File: src/rtl/gf2_div_pkg.sv
// Shared types and defaults for the GF(2)[x] long divider.
// Polynomials are bit vectors with bit i holding the coefficient of x^i.
package gf2_div_pkg;

   localparam int DW_DEF = 15;
   localparam int VW_DEF = 9;
   localparam logic [8:0] AES_POLY = 9'h11B;

   typedef enum logic [1:0] {
      IDLE = 2'd0,
      BUSY = 2'd1,
      DONE = 2'd2
   } state_t;

   // A down-counter must hold QW-1; keep at least one bit for degenerate widths.
   function automatic int cnt_width(input int qw);
      return (qw > 1) ? $clog2(qw) : 1;
   endfunction

endpackage

File: src/rtl/gf2_div_step.sv
// One long-division step: examines bit cnt+VW-1 of the running remainder and
// cancels it with the divisor aligned at cnt. Purely combinational.
module gf2_div_step
   import gf2_div_pkg::*;
#(
   parameter int DW = DW_DEF,
   parameter int VW = VW_DEF,
   parameter int CW = 3
) (
   input  logic [DW-1:0] rem,
   input  logic [VW-1:0] div,
   input  logic [CW-1:0] cnt,
   output logic [DW-1:0] rem_nxt,
   output logic          q_bit
);

   logic [DW-1:0] div_ext;
   logic [DW-1:0] rem_sh;

   always_comb begin
      div_ext = DW'(div);
      // Shifting the remainder down puts the examined coefficient at VW-1.
      rem_sh  = rem >> cnt;
      q_bit   = rem_sh[VW-1];
      rem_nxt = q_bit ? (rem ^ (div_ext << cnt)) : rem;
   end

endmodule

File: src/rtl/gf2_poly_divider.sv
// Sequential GF(2)[x] divider, one quotient bit per clock: result QW+1 edges after
// accept (1 edge for a non-monic divisor); result held in DONE until out_ready.
module gf2_poly_divider
   import gf2_div_pkg::*;
#(
   parameter int DW = DW_DEF,
   parameter int VW = VW_DEF
) (
   input  logic                clk,
   input  logic                rst,
   input  logic                in_valid,
   output logic                in_ready,
   input  logic [DW-1:0]       dividend,
   input  logic [VW-1:0]       divisor,
   output logic                out_valid,
   input  logic                out_ready,
   output logic [DW-VW:0]      quotient,
   output logic [VW-2:0]       remainder,
   output logic                err,
   output logic                busy
);

   localparam int QW = DW - VW + 1;
   localparam int CW = cnt_width(QW);

   state_t          state_q;
   state_t          state_d;
   logic [DW-1:0]   rem_r;
   logic [VW-1:0]   div_r;
   logic [QW-1:0]   q_r;
   logic [CW-1:0]   cnt_r;
   logic            err_r;

   logic [DW-1:0]   step_rem;
   logic            step_q;

   gf2_div_step #(
      .DW (DW),
      .VW (VW),
      .CW (CW)
   ) u_step (
      .rem     (rem_r),
      .div     (div_r),
      .cnt     (cnt_r),
      .rem_nxt (step_rem),
      .q_bit   (step_q)
   );

   always_ff @(posedge clk or posedge rst) begin
      if (rst) begin
         state_q <= IDLE;
      end else begin
         state_q <= state_d;
      end
   end

   always_comb begin
      state_d   = state_q;
      in_ready  = 1'b0;
      out_valid = 1'b0;
      busy      = 1'b0;
      case (state_q)
         IDLE: begin
            in_ready = 1'b1;
            if (in_valid) begin
               // A non-monic divisor skips the division entirely.
               state_d = divisor[VW-1] ? BUSY : DONE;
            end
         end
         BUSY: begin
            busy = 1'b1;
            if (cnt_r == '0) begin
               state_d = DONE;
            end
         end
         DONE: begin
            out_valid = 1'b1;
            if (out_ready) begin
               state_d = IDLE;
            end
         end
         default: begin
            state_d = IDLE;
         end
      endcase
   end

   always_ff @(posedge clk or posedge rst) begin
      if (rst) begin
         rem_r <= '0;
         div_r <= '0;
         q_r   <= '0;
         cnt_r <= '0;
         err_r <= 1'b0;
      end else begin
         case (state_q)
            IDLE: begin
               if (in_valid) begin
                  rem_r <= dividend;
                  div_r <= divisor;
                  q_r   <= '0;
                  cnt_r <= CW'(QW - 1);
                  err_r <= ~divisor[VW-1];
               end
            end
            BUSY: begin
               rem_r        <= step_rem;
               q_r[cnt_r]   <= step_q;
               if (cnt_r != '0) begin
                  cnt_r <= cnt_r - 1'b1;
               end
            end
            default: begin
            end
         endcase
      end
   end

   // Results stay visible after the hand-off until the next operation is accepted.
   assign quotient  = q_r;
   assign remainder = rem_r[VW-2:0];
   assign err       = err_r;

endmodule

File: config.mk
export PLATFORM = sky130hd
export DESIGN_NAME = gf2_poly_divider
export DESIGN_NICKNAME = d
export VERILOG_FILES = /design/src/rtl/gf2_div_pkg.sv /design/src/rtl/gf2_div_step.sv /design/src/rtl/gf2_poly_divider.sv
export SDC_FILE = /design/constraint.sdc
export NUM_CORES = 1
export LEC_CHECK = 0
export CAP_MARGIN = 20
export CORE_MARGIN = 1.5
export CORE_UTILIZATION = 55
export DETAILED_ROUTE_END_ITERATION = 16
export DONT_BUFFER_PORTS = 1
export GPL_TIMING_DRIVEN = 0
export PLACE_DENSITY_LB_ADDON = 0.25
export SYNTH_ARGS = -nofsm -noshare
export SYNTH_HDL_FRONTEND = slang
export SYNTH_SLANG_ARGS = --single-unit
File: constraint.sdc
create_clock -name clk -period 1.6 [get_ports clk]
set_input_delay 0.32 -clock clk [delete_from_list [all_inputs] [get_ports clk]]
set_output_delay 0.32 -clock clk [all_outputs]
set_load 0.05 [all_outputs]
==> impl_metrics.env, run 1 <==
export IMPL_multi_input_comb_area_mm2=0.00149
export IMPL_setup_worst_path_start_class="flop"
export IMPL_port_buffers=0
export IMPL_core_area_mm2=0.00412
export IMPL_max_stage_delay_ns=0.35
export IMPL_violations="setup timing"
export IMPL_yosysTopAreaCell="dfrtp_1"
export IMPL_grt_pass1_vias=2026
export IMPL_syn_cell_area_mm2=0.00241
export IMPL_critical_path_top_delay_family="compound AO/OA/AOI/OAI gates"
export IMPL_r2r_end="rem_r[4]"
export IMPL_hpwlAfterDp_um=4380
export IMPL_drv_cap=0
export IMPL_path_common_cell="buf_6"
export IMPL_yosys_warnings=0
export IMPL_path_cells="buf_6 > mux2i_2 > a211oi_2 > o31ai_4 > buf_4 > buf_6 > a22oi_2 > o2bb2a_4"
export IMPL_synth_edf_count=0
export IMPL_fill_cells=294
export IMPL_placed_cell_area_mm2=0.00255
export IMPL_gp_congestion=0.941
export IMPL_worst_slew_pin_slew_ns=0.853
export IMPL_clock_path_buffers=2
export IMPL_seq_area_um2=928
export IMPL_h_tree_depth=2
export IMPL_clk_pin_slew_ns=0.08
export IMPL_crit_fanout=6
export IMPL_grt_first_pass_wirelength_um=10500
export IMPL_yosysTopAreaCellShare=0.384
export IMPL_grt_util_all_layers=0.273
export IMPL_slew_violations=0
export IMPL_start_util=0.586
export IMPL_hold_class="in -> async"
export IMPL_setup_ws_ns=-0.352
export IMPL_fin_skew_ns=0.00570
export IMPL_fin_crit_ns=1.95
export IMPL_cp_depth=8
export IMPL_num_antenna_cells=0
export IMPL_synth_main_ff_cell="dfrtp_1"
export IMPL_setup_viol=22
export IMPL_drt_iter0_drc=269
export IMPL_cts_tree="done"
export IMPL_nNetsFinal=325
export IMPL_area_growth_pct=27.4
export IMPL_worst_endpoint_required_ns=1.78
export IMPL_ys_seq_elements=37
export IMPL_die_w_um=69.2
export IMPL_worstPathArrival_ns=2.14
export IMPL_rrSetupSlack_ns=-0.35
export IMPL_syn_inst=267
export IMPL_cts_made_buffers=5
export IMPL_rsz0062_at_grt="true"
export IMPL_gr_total_overflow=0
export IMPL_die_h_um=69.2
export IMPL_fin_crit_sh=1.22
export IMPL_fmax_mhz=512
export IMPL_dr_total_vias=2274
export IMPL_slowest_stage="dfrtp_1"
export IMPL_avgSynthCellArea_um2=9.03
export IMPL_worstRegToRegCells=8
export IMPL_avgRoutedWirePerCell_um=20.5
export IMPL_root_buffer="clkbuf_8"
export IMPL_clk_latency_ns=0.29
export IMPL_numClockSinks=37
export IMPL_io_pin_count=47
export IMPL_drc=0
export IMPL_status="finished with violations"
export IMPL_drt_wl_total_um=7080
export IMPL_critPathKind="reg -> reg"
export IMPL_vias_per_cell=6.57
export IMPL_syn_num_nets=297
export IMPL_grt_max_degree=20
export IMPL_yosysSeqAreaShare=0.384
export IMPL_reg2reg_from="cnt_r[2]"
export IMPL_end_kind="flop"
export IMPL_rows=23
export IMPL_synth_area_leaders="dfrtp_1, nand2_1, mux2i_1"
export IMPL_synth_cell_types=49
export IMPL_hold_viol=0
export IMPL_antenna_found_initial=0
export IMPL_first_pass_iters=5
export IMPL_antenna_left=0
export IMPL_async_reset_ff_frac=1.00
export IMPL_layout_drive_gt1_share=0.351
export IMPL_stdcell_area_mm2=0.00307
export IMPL_slew_limit_headroom=0.430
export IMPL_dieArea_mm2=0.00479
export IMPL_cp_buffers_inverters=3
[cell usage in the layout, fill, tap and decap left out, drive strengths merged, types with 2 or more instances in the layout]
| cell type | synthesis | layout |
|---|---|---|
| a21oi | 15 | 15 |
| a221oi | 2 | 2 |
| a22o | 2 | 2 |
| a22oi | 5 | 5 |
| a31o | 2 | 2 |
| a31oi | 6 | 6 |
| and2 | 2 | 3 |
| buf | 23 | 41 |
| clkbuf | 5 | 14 |
| dfrtp | 37 | 37 |
| ha | 2 | 2 |
| inv | 4 | 4 |
| mux2 | 9 | 9 |
| mux2i | 9 | 9 |
| mux4 | 4 | 4 |
| nand2 | 48 | 48 |
| nand3 | 17 | 17 |
| nor2 | 17 | 17 |
| nor2b | 5 | 5 |
| nor3 | 8 | 8 |
| o211ai | 4 | 4 |
| o21ai | 9 | 9 |
| o22a | 6 | 6 |
| o22ai | 6 | 6 |
| o2bb2a | 4 | 4 |
[cell usage after synthesis, drive strengths merged (5+ instances only)]
cell / n
a21oi: 15
a22oi: 5
a31oi: 6
buf: 23
clkbuf: 5
dfrtp: 37
mux2: 9
mux2i: 9
nand2: 48
nand3: 17
nor2: 17
nor2b: 5
nor3: 8
o21ai: 9
o22a: 6
o22ai: 6
[how the worst max path moves through the flow]
stage | startpoint | end | slack, ns
floorplan | cnt_r[1] | rem_r[6] | -0.15
global placement | cnt_r[1] | rem_r[12] | -0.34
detailed placement | state_q[1] | cnt_r[2] | -0.35
CTS | cnt_r[2] | rem_r[12] | -0.21
global route | cnt_r[2] | rem_r[4] | -0.38
finish | cnt_r[2] | rem_r[4] | -0.35
[sequential cells by signal (all words and copies together), names as in the netlist]
register,cells
err,1
quotient,7
div_r,9
rem_r,15
state_q,2
cnt_r,3
[final cells by class]
type | instances | area share
Sequential cell | 37 | 0.302
Multi-Input combinational cell | 198 | 0.484
Clock inverter | 1 | 0.00977
Inverter | 5 | 0.00814
Tap cell | 50 | 0.0204
Clock buffer | 7 | 0.0281
Timing Repair Buffer | 21 | 0.0684
Buffer | 27 | 0.0790
[stage by stage]
stage | std cells | utilization | setup WS, ns | hold WS (ns) | setup TNS, ns
after floorplan | 267 | - | -0.152 | 0.425 | -0.932
after global placement | 317 | 0.613 | -0.342 | 0.428 | -6.35
after detailed placement | 318 | 0.619 | -0.348 | 0.415 | -7.32
after CTS | 335 | 0.694 | -0.215 | 0.100 | -2.75
after global routing | 346 | 0.747 | -0.381 | 0.132 | -5.60
final | 346 | 0.747 | -0.352 | 0.0881 | -4.88
[cell families (layout without fill, tap and decap cells)]
group / count (synthesis) / after routing / share of synthesized area
AO/OA/AOI/OAI: 72 / 72 / 0.220
adder cells (fa/ha/maj): 2 / 2 / 0.0104
buffers and inverters: 33 / 61 / 0.0794
flip-flops: 37 / 37 / 0.384
multiplexers: 22 / 22 / 0.123
AND/OR/NAND/NOR: 101 / 102 / 0.183
[metal layers]
layer / routed length [µm] / track usage
met5: 0 / 0
met4: 231 / 0.0763
met1: 2950 / 0.377
met2: 3440 / 0.442
met3: 460 / 0.0509
[repair_timing]
item	in CTS	in global routing
endpoints found under the setup margin	38	35
gates cloned	0	3
gates resized for setup	34	37
setup buffers	10	8
pin swaps	12	13
hold buffers	0	0
Power of run 1 is not shown: default switching activity piles up to over one toggle a cycle in this logic, so the estimate is an artifact.
==> run 2, diff against run 1 <==
--- a/config.mk
+++ b/config.mk
@@ -6,11 +6,11 @@
 export NUM_CORES = 1
 export LEC_CHECK = 0
 export CAP_MARGIN = 20
-export CORE_MARGIN = 1.5
 export CORE_UTILIZATION = 55
 export DETAILED_ROUTE_END_ITERATION = 16
 export DONT_BUFFER_PORTS = 1
 export GPL_TIMING_DRIVEN = 0
+export MAX_ROUTING_LAYER = met4
 export PLACE_DENSITY_LB_ADDON = 0.25
 export SYNTH_ARGS = -nofsm -noshare
 export SYNTH_HDL_FRONTEND = slang
==> run 2 against run 1 <==
The flow still finishes with violations (setup timing). Final cell count down 0.87%. Worst hold slack got worse by 0.033 ns. Non-clock buffer count is 1 lower. Wire length decreased by 7.2%. Core utilization down 3.0 points. Sequential share of layout area increased by 1.3 points. Clock-buffer cell count unchanged. Die area down 2.9%. Worst setup slack better by 0.066 ns.
==> impl_metrics.env, run 2 (synthesis results as in run 1) <==
export IMPL_status="finished with violations"
export IMPL_violations="setup timing"
export IMPL_rrSetupSlack_ns=-0.29
export IMPL_avgRoutedWirePerCell_um=19.2
export IMPL_start_util=0.586
export IMPL_hpwlAfterDp_um=4260
export IMPL_io_pin_count=47
export IMPL_dp_cells=318
export IMPL_placed_cell_area_mm2=0.00255
export IMPL_drt_iter0_drc=193
export IMPL_numClockSinks=37
export IMPL_area_growth_pct=22.3
export IMPL_slew_limit_headroom=0.479
export IMPL_endpoint="rem_r[9]"
export IMPL_crit_start="cnt_r[2]"
export IMPL_grt_max_degree=21
export IMPL_dieArea_mm2=0.00465
export IMPL_setup_viol=23
export IMPL_stdcell_count=343
export IMPL_nNetsFinal=323
export IMPL_fin_util=0.717
export IMPL_die_h_um=68.2
export IMPL_r2r_end="rem_r[9]"
export IMPL_max_stage_delay_ns=0.37
export IMPL_vias_per_cell=6.41
export IMPL_critPathKind="reg -> reg"
export IMPL_worstRegToRegCells=8
export IMPL_rsz0062_at_grt="true"
export IMPL_first_pass_iters=4
export IMPL_clk_latency_ns=0.29
export IMPL_end_kind="flop"
export IMPL_reg2reg_from="cnt_r[2]"
export IMPL_grt_util_all_layers=0.305
export IMPL_worstPathArrival_ns=2.06
export IMPL_layout_drive_gt1_share=0.328
export IMPL_grt_pass1_vias=1941
export IMPL_fin_crit_sh=1.18
export IMPL_cts_made_buffers=5
export IMPL_gp_congestion=0.939
export IMPL_layout_common_cells="nand2_1, dfrtp_1, buf_4, nand3_1, nor2_1"
export IMPL_largest_reg_flops=15
export IMPL_drv_cap=0
export IMPL_num_antenna_cells=0
export IMPL_grt_first_pass_wirelength_um=9790
export IMPL_fmax_mhz=530
export IMPL_cts_hold_buf=0
export IMPL_hold_viol=0
export IMPL_multi_input_comb_area_mm2=0.00142
export IMPL_clock_path_buffers=2
export IMPL_gr_total_overflow=0
export IMPL_antenna_found_initial=0
export IMPL_regMostFlops="rem_r"
export IMPL_slew_violations=0
export IMPL_die_w_um=68.2
export IMPL_port_buffers=0
export IMPL_stdcell_area_mm2=0.00295
export IMPL_final_common_cell="nand2_1"
export IMPL_setup_worst_path_start_class="flop"
export IMPL_rows=23
export IMPL_fin_skew_ns=0.0149
export IMPL_core_area_mm2=0.00412
export IMPL_antenna_left=0
export IMPL_setup_ws_ns=-0.285
export IMPL_worst_slew_pin_slew_ns=0.781
export IMPL_h_tree_depth=2
export IMPL_worst_endpoint_required_ns=1.78
export IMPL_drc=0
export IMPL_cts_tree="done"
export IMPL_path_cells="buf_6 > mux2i_4 > a211oi_4 > o31ai_4 > buf_6 > and2_4 > buf_6 > o22a_1"
export IMPL_root_buffer="clkbuf_8"
export IMPL_slowest_stage="dfrtp_1"
export IMPL_fin_crit_ns=1.89
export IMPL_clk_pin_slew_ns=0.08
export IMPL_hold_class="in -> async"
export IMPL_seq_area_um2=931
export IMPL_path_common_cell="buf_6"
export IMPL_dr_total_vias=2200
export IMPL_fill_cells=329
export IMPL_drt_wl_total_um=6570
export IMPL_crit_fanout=6
==> run 2: cell types whose count changed in the layout (fill, tap and decap cells not counted), moves of 3 or more <==
cell	before	now
a22oi_1	1	4
buf_8	0	3
o2bb2a_4	4	1
a22oi_2	4	1
==> run 2: area by class of cell <==
cell class	instances	area share
Inverter	5	0.00679
Clock buffer	7	0.0293
Multi-Input combinational cell	197	0.480
Buffer	27	0.0810
Tap cell	50	0.0212
Timing Repair Buffer	20	0.0666
Sequential cell	37	0.316
==> run 2: critical path: cells and delay by family (launching register included) <==
family | cells | cell delay [ns]
AO/OA/AOI/OAI | 3 | 0.64
AND/OR/NAND/NOR | 1 | 0.15
flip-flops | 1 | 0.37
multiplexers | 1 | 0.19
buffers and inverters | 3 | 0.42
==> run 2: worst min path at each step <==
stage,from,to,slack (ns),cells after the start
2_1_floorplan,divisor[0],div_r[0],0.43,2
3_3_place_gp,divisor[7],div_r[7],0.43,2
3_5_place_dp,rst,quotient[3],0.39,1
4_1_cts,rst,rem_r[13],0.08,1
5_1_grt,rst,rem_r[13],0.11,1
6_report,rst,rem_r[13],0.06,1
==> run 2: repair_timing <==
action,4_1_cts,5_1_grt
buffers inserted,10,7
pin swaps,10,5
resized for setup,37,25
hold endpoints to repair,0,0
cloned,2,0
endpoints found under the setup margin,36,35
==> run 2: per-layer routing <==
layer	global-route usage	wire [µm]
met1	0.392	2870
met2	0.480	3110
met3	0.0633	469
met4	0.0938	115
met5	-	0
==> run 2: per-stage QoR <==
| step | hold slack (ns) | TNS [ns] | setup slack (ns) |
|---|---|---|---|
| final | 0.0550 | -4.34 | -0.285 |
| after detailed placement | 0.386 | -7.31 | -0.375 |
| after floorplan | 0.425 | -0.932 | -0.152 |
| after CTS | 0.0758 | -3.27 | -0.256 |
| after global routing | 0.108 | -5.59 | -0.328 |
| after global placement | 0.427 | -6.53 | -0.349 |
Power of run 2 is left out for the same reason.
==> run 3, diff against run 2 <==
--- a/config.mk
+++ b/config.mk
@@ -6,12 +6,12 @@
 export NUM_CORES = 1
 export LEC_CHECK = 0
 export CAP_MARGIN = 20
-export CORE_UTILIZATION = 55
+export CORE_UTILIZATION = 57
 export DETAILED_ROUTE_END_ITERATION = 16
 export DONT_BUFFER_PORTS = 1
 export GPL_TIMING_DRIVEN = 0
 export MAX_ROUTING_LAYER = met4
-export PLACE_DENSITY_LB_ADDON = 0.25
+export PLACE_DENSITY = 0.75
 export SYNTH_ARGS = -nofsm -noshare
 export SYNTH_HDL_FRONTEND = slang
 export SYNTH_SLANG_ARGS = --single-unit
==> run 3 against run 2 <==
The run still ends with setup timing left. Clock skew is 0.0064 ns lower. Worst hold slack got worse by 0.0053 ns. Critical path depth is 1 lower. Clock-buffer cell count is 1 lower. Global-route usage decreased by 0.48 points. Register-to-register slack improved by 0.03 ns. Via count increased by 5.4%. First-iteration DRC count rose by 3.6%. Cell area grew 6.4%. Wire length grew 12%. Highest routed layer unchanged.
==> impl_metrics.env, run 3 (synthesis results as in run 1) <==
export IMPL_status="finished with violations"
export IMPL_violations="setup timing"
export IMPL_worst_endpoint_required_ns=1.80
export IMPL_slew_violations=0
export IMPL_cts_made_buffers=5
export IMPL_avgRoutedWirePerCell_um=20.8
export IMPL_core_area_mm2=0.00403
export IMPL_fmax_mhz=538
export IMPL_grt_pass1_vias=1943
export IMPL_slew_limit_headroom=0.466
export IMPL_rsz0062_at_grt="true"
export IMPL_cts_hold_buf=0
export IMPL_dieArea_mm2=0.00450
export IMPL_clk_pin_slew_ns=0.08
export IMPL_clk_latency_ns=0.30
export IMPL_crit_fanout=6
export IMPL_worst_slew_pin_slew_ns=0.800
export IMPL_port_buffers=0
export IMPL_final_common_cell="nand2_1"
export IMPL_numClockSinks=37
export IMPL_drt_wl_total_um=7330
export IMPL_rows=23
export IMPL_gr_total_overflow=0
export IMPL_max_stage_delay_ns=0.49
export IMPL_io_pin_count=47
export IMPL_path_cells="buf_6 > buf_6 > mux4_2 > mux2_4 > nor2_2 > a21oi_1 > o22a_1"
export IMPL_hpwlAfterDp_um=4070
export IMPL_fin_crit_ns=1.86
export IMPL_drv_cap=0
export IMPL_cp_buffers_inverters=2
export IMPL_end_kind="flop"
export IMPL_layout_common_cells="nand2_1, dfrtp_1, buf_4, nand3_1, nor2_1"
export IMPL_num_antenna_cells=0
export IMPL_setup_ws_ns=-0.259
export IMPL_area_growth_pct=30.2
export IMPL_die_w_um=67.1
export IMPL_worstPathArrival_ns=2.06
export IMPL_critical_path_top_delay_family="multiplexers"
export IMPL_drc=0
export IMPL_gp_congestion=0.900
export IMPL_fin_skew_ns=0.00856
export IMPL_grt_util_all_layers=0.300
export IMPL_dr_total_vias=2319
export IMPL_fin_util=0.780
export IMPL_stdcell_area_mm2=0.00314
export IMPL_rrSetupSlack_ns=-0.26
export IMPL_grt_max_degree=38
export IMPL_vias_per_cell=6.59
export IMPL_largest_reg_flops=15
export IMPL_hold_class="in -> async"
export IMPL_drt_iter0_drc=200
export IMPL_setup_worst_path_start_class="flop"
export IMPL_fin_tns_setup_ns=-3.00
export IMPL_regMostFlops="rem_r"
export IMPL_clock_path_buffers=2
export IMPL_h_tree_depth=2
export IMPL_hold_viol=0
export IMPL_antenna_found_initial=0
export IMPL_first_pass_iters=7
export IMPL_fin_crit_sh=1.16
export IMPL_slowest_stage="mux4_2"
export IMPL_path_common_cell="buf_6"
export IMPL_grt_first_pass_wirelength_um=9480
export IMPL_cts_tree="done"
export IMPL_die_h_um=67.1
export IMPL_layout_drive_gt1_share=0.387
export IMPL_nNetsFinal=331
export IMPL_setup_viol=16
export IMPL_critPathKind="reg -> reg"
export IMPL_start_util=0.599
export IMPL_placed_cell_area_mm2=0.00252
export IMPL_root_buffer="clkbuf_8"
export IMPL_antenna_left=0
-- run 3: cell types whose count changed in the layout (fill, tap and decap cells not counted), moves of 3 or more --
| cell | previous run | this run |
|---|---|---|
| buf_4 | 23 | 27 |
| buf_12 | 1 | 4 |
| o2bb2a_4 | 1 | 4 |
| a22oi_2 | 1 | 5 |
| a22oi_1 | 4 | 0 |
-- run 3: what timing repair did --
item | CTS | global route
endpoints found under the setup margin | 38 | 35
pin swaps | 15 | 12
setup buffers | 10 | 15
gates cloned | 1 | 1
gates resized for setup | 42 | 42
-- run 3: area by class of cell --
| cell class | count | area [µm²] |
|---|---|---|
| clock inverters | 2 | 10.0 |
| multi-input cells | 197 | 1510 |
| fillers | 263 | 888 |
| well taps | 50 | 62.6 |
| inverters | 5 | 28.8 |
| repair buffers | 27 | 262 |
| plain buffers | 28 | 270 |
| clock buffers | 6 | 72.6 |
| flip-flops and latches | 37 | 928 |
-- run 3: final timing paths --
path	startpoint	endpoint	cells after the start
min in group clk	divisor[3]	div_r[3]	2
setup reg to reg	cnt_r[1]	rem_r[7]	7
hold / removal	rst	rem_r[0]	1
max in group asynchronous	rst	cnt_r[0]	1
setup / recovery	cnt_r[1]	rem_r[7]	7
hold reg to reg	div_r[3]	div_r[3]	2
-- run 3: metal layers --
| metal | GRT usage | vias up | wire length [µm] |
|---|---|---|---|
| li1 | - | 1029 | - |
| met1 | 0.359 | 1112 | 2840 |
| met2 | 0.488 | 145 | 3580 |
| met3 | 0.0668 | 33 | 576 |
| met4 | 0.117 | 0 | 342 |
| met5 | - | - | 0 |
-- run 3: metrics by stage --
step | hold slack, ns | cells | setup slack, ns
after global placement | 0.427 | 317 | -0.332
after detailed placement | 0.391 | 317 | -0.350
after floorplan | 0.425 | 267 | -0.152
after CTS | 0.0700 | 336 | -0.220
final | 0.0497 | 352 | -0.259
after global routing | 0.117 | 352 | -0.314
Power of run 3 is left out for the same reason.
